[src/rtl/mult16_seq.sv]
// Sequential 16-bit shift-and-add multiplier: one Add16 is reused once per RUN cycle
// to build the low 16 bits of a*b, with a start/busy/done handshake.

module add16 (
    input  logic [15:0] a,
    input  logic [15:0] b,
    output logic [15:0] sum
);
    // Carry out of bit 15 is deliberately dropped; results wrap mod 2^16.
    assign sum = a + b;
endmodule

module mult16_seq #(
    parameter int EARLY_EXIT = 0
) (
    input  logic        clk,
    input  logic        reset,
    input  logic        start,
    input  logic [15:0] a,
    input  logic [15:0] b,
    output logic [15:0] product,
    output logic        busy,
    output logic        done
);
    // Handshake: start is sampled only while idle (busy=0); once accepted, busy stays
    // high through RUN and DONE, then done pulses for exactly one cycle with product
    // valid, and product holds until the next accepted start completes.
    typedef enum logic [1:0] {IDLE, RUN, DONE} state_t;

    state_t      state, state_next;
    logic [15:0] m_reg, q_reg, p_reg;
    logic [15:0] sum;
    logic [4:0]  count;
    logic        last_step;

    add16 u_add (
        .a   (p_reg),
        .b   (m_reg),
        .sum (sum)
    );

    // Early exit looks at the multiplier after this cycle's shift.
    always_comb begin
        last_step = (count == 5'd15);
        if ((EARLY_EXIT != 0) && (q_reg[15:1] == 15'd0)) begin
            last_step = 1'b1;
        end
    end

    always_comb begin
        state_next = state;
        case (state)
            IDLE:    if (start) state_next = RUN;
            RUN:     if (last_step) state_next = DONE;
            DONE:    state_next = IDLE;
            default: state_next = IDLE;
        endcase
    end

    always_ff @(posedge clk) begin
        if (reset) begin
            state   <= IDLE;
            m_reg   <= 16'd0;
            q_reg   <= 16'd0;
            p_reg   <= 16'd0;
            count   <= 5'd0;
            product <= 16'd0;
            done    <= 1'b0;
        end else begin
            state <= state_next;
            done  <= 1'b0;
            case (state)
                IDLE: begin
                    if (start) begin
                        m_reg <= a;
                        q_reg <= b;
                        p_reg <= 16'd0;
                        count <= 5'd0;
                    end
                end
                RUN: begin
                    if (q_reg[0]) p_reg <= sum;
                    m_reg <= {m_reg[14:0], 1'b0};
                    q_reg <= {1'b0, q_reg[15:1]};
                    count <= count + 5'd1;
                end
                DONE: begin
                    product <= p_reg;
                    done    <= 1'b1;
                end
                default: ;
            endcase
        end
    end

    assign busy = (state != IDLE);

endmodule

[config.mk]
export PLATFORM = sky130hd
export DESIGN_NAME = mult16_seq
export DESIGN_NICKNAME = d
export VERILOG_FILES = /design/src/rtl/mult16_seq.sv
export SDC_FILE = /design/constraint.sdc
export NUM_CORES = 1
export LEC_CHECK = 0
export CELL_PAD_IN_SITES_DETAIL_PLACEMENT = 0
export CELL_PAD_IN_SITES_GLOBAL_PLACEMENT = 2
export CORE_ASPECT_RATIO = 0.8
export CORE_MARGIN = 2
export CORE_UTILIZATION = 34
export DETAILED_ROUTE_END_ITERATION = 10
export PLACE_DENSITY = 0.9
export SYNTH_ARGS = -nofsm -noshare
export SYNTH_HDL_FRONTEND = slang
export SYNTH_SLANG_ARGS = --single-unit
[constraint.sdc]
create_clock -name clk -period 3.62 [get_ports clk]
set_clock_uncertainty 0.2 [all_clocks]
set_input_delay 0.543 -clock clk [delete_from_list [all_inputs] [get_ports clk]]
set_output_delay 0.543 -clock clk [all_outputs]
set_load 0.02 [all_outputs]
==> flow_summary.json <==
{
  "via_count": 3301,
  "fill_cells": 1058,
  "tightest_slew_ps": 836,
  "ctsResizeCount": 0,
  "synth_top_area_frac": 0.394,
  "syn_area_um2": 3650,
  "synthFlopType": "dfxtp_1",
  "post-cts-setup-buffers": 0,
  "clk_pin_slew_ps": 60,
  "clk_path_buf_depth": 2,
  "drt_pre_antenna_iters": 7,
  "arrival_ps": 2580,
  "die_h_um": 96.7,
  "reg2reg_depth": 8,
  "endpoint_kind": "flop",
  "gp_congestion": 0.805,
  "yosysTopAreaCell": "dfxtp_1",
  "leakage_nw": 1.77,
  "place_ws_ps": 872,
  "slew_violations": 0,
  "reg2reg_to": "p_reg[14]",
  "syn2layout_area_growth_pct": 23.9,
  "grt_use_met3": 0.0519,
  "grt_setup_unrepaired": "false",
  "reg2reg_from": "m_reg[0]",
  "synthArstFlopShare": 0,
  "synth_seq_cells": 72,
  "cap_violations": 0,
  "die_w_um": 120,
  "dieArea_um2": 11600,
  "synth_area_leaders": "dfxtp_1, nand2_1, a311oi_1",
  "min_path_type": "flop to flop",
  "peakVddDrop_v": 0.000223,
  "finalHoldViolations": 0,
  "drtAntennaViolNets": 0,
  "port_buffers": 52,
  "synth_cell_types": 55,
  "min_from": "product[11]",
  "synth_commonest_cells": "nand2_1, dfxtp_1, nor2_1",
  "ios": 53,
  "wirelength_um": 8900,
  "hpwl_um": 6270,
  "post_drt_wl_per_cell_um": 14.0,
  "cts_tree": "built",
  "synth_edf_count": 0,
  "fmax_ghz": 0.395,
  "fp.coreArea_um2": 10400,
  "initial_core_util": 0.353,
  "groute.layer.met2.usage": 0.253,
  "syn_inst": 457,
  "holdPathStages": 2,
  "synthesis.nets": 510,
  "grt-busiest-layer": "met2",
  "fin_crit_ps": 2530,
  "post_drt_via_cell_ratio": 5.18,
  "synth_most_common_cell": "nand2_1",
  "p_per_area_nw_per_um2": 431,
  "drt_iter0_drc": 203,
  "cts_sinks": 72,
  "nNetsFinal": 545,
  "holdBufCountCts": 0,
  "clk_latency_ps": 330,
  "met1_usage": 0.219,
  "yosysWarnings": 0,
  "min_to": "product[11]",
  "route.detailed.drc": 0,
  "grt_overflow_total": 0,
  "run_status": "completed",
  "finalSetupViolCount": 0,
  "drive_above_1_share": 0.0503,
  "antenna_found_initial": 0,
  "critPathLaunchType": "flop",
  "cp_max_fo": 4,
  "grt_pass1_wl_um": 15300,
  "grt_max_degree": 62,
  "yosysSeqAreaShare": 0.394,
  "cts_made_buffers": 9,
  "fin_setup_tns_ps": 0,
  "slew_headroom": 0.441,
  "grt_pass1_vias": 3237,
  "critical_path_class": "flop to flop",
  "avgSynthCellArea_um2": 8.00,
  "required_ps": 3670,
  "clock-root-buffer": "clkbuf_16",
  "finalCritPeriodShare": 0.700,
  "antennaDiodeCount": 0,
  "cts_htree_levels": 3,
  "regToRegSetupSlack_ps": 1090,
  "rows": 33,
  "grt_usage": 0.163,
  "worst_slack_ps": 1090
}
==> how the worst max path moves through the flow <==
stage / startpoint / to / slack, ps
after floorplan: m_reg[0] / p_reg[14] / 1460
after global placement: start / p_reg[12] / 850
after detailed placement: start / p_reg[12] / 870
after CTS: m_reg[0] / p_reg[14] / 1090
after global routing: m_reg[0] / p_reg[14] / 900
final: m_reg[0] / p_reg[14] / 1090
==> metrics by stage <==
stage,std cells,util,hold WS [ps],total power [mW],cell area (um^2)
3_5_place_dp,621,0.410,250,1.11,4250
3_3_place_gp,621,0.410,247,1.11,4250
5_1_grt,637,0.437,277,2.05,4530
4_1_cts,637,0.437,257,1.98,4530
2_1_floorplan,457,-,242,1.03,3650
6_report,637,0.437,253,1.95,4530
==> layout by cell type, fill, tap and decap left out, types with 4 or more instances in the layout <==
| cell type | Yosys | final |
|---|---|---|
| o21ai_1 | 4 | 4 |
| nand2b_1 | 4 | 4 |
| a21oi_1 | 30 | 30 |
| dfxtp_1 | 72 | 72 |
| o211ai_1 | 6 | 6 |
| nand2_1 | 107 | 107 |
| nor2_1 | 53 | 52 |
| ha_1 | 17 | 17 |
| a21o_1 | 8 | 8 |
| or3_1 | 4 | 4 |
| nor2b_1 | 5 | 5 |
| inv_1 | 9 | 9 |
| a211oi_1 | 4 | 4 |
| clkdlybuf4s50_1 | 0 | 51 |
| nand4_1 | 4 | 4 |
| clkbuf_16 | 0 | 9 |
| o21ai_0 | 8 | 8 |
| a311oi_1 | 30 | 30 |
| nand3_1 | 5 | 5 |
| a22oi_1 | 7 | 7 |
==> cell type report <==
type / count / area, um^2 / share of cell area
well taps: 140 / 175 / 0.0387
repair buffers: 56 / 558 / 0.123
clock buffers: 12 / 236 / 0.0522
flip-flops and latches: 72 / 1440 / 0.318
inverters: 9 / 33.8 / 0.00746
clock inverters: 4 / 45.0 / 0.00995
multi-input cells: 344 / 2040 / 0.450
==> critical path, cell delays in order (launching register included) <==
cell and delay (ps):
dfxtp_1 370, ha_1 220, inv_1 70, fa_1 370, nor2b_1 220, o211ai_1 190
a211oi_1 470, a21oi_1 140, o211ai_1 200
==> metal layers <==
| layer | part of all wire | up-vias |
|---|---|---|
| li1 | - | 1684 |
| met1 | 0.50 | 1535 |
| met2 | 0.44 | 71 |
| met3 | 0.049 | 11 |
| met5 | 0 | - |
| met4 | 0.011 | 0 |
==> power breakdown <==
part	internal, mW	switching (mW)	leakage [nW]
logic	0.101	0.130	1.05
registers	0.831	0.0316	0.589
clock network	0.530	0.326	0.140
==> logic make-up after synthesis <==
kind of cell | Yosys count | synth area share
and+or+nand+nor | 202 | 0.244
AOI/OAI and AO/OA | 117 | 0.230
DFF | 72 | 0.394
buffers and inverters | 41 | 0.0500
adders and majority gates | 18 | 0.0637
xor gates and xnor gates | 5 | 0.0120
muxes | 2 | 0.00582
Power figures use the tool's default switching activity.
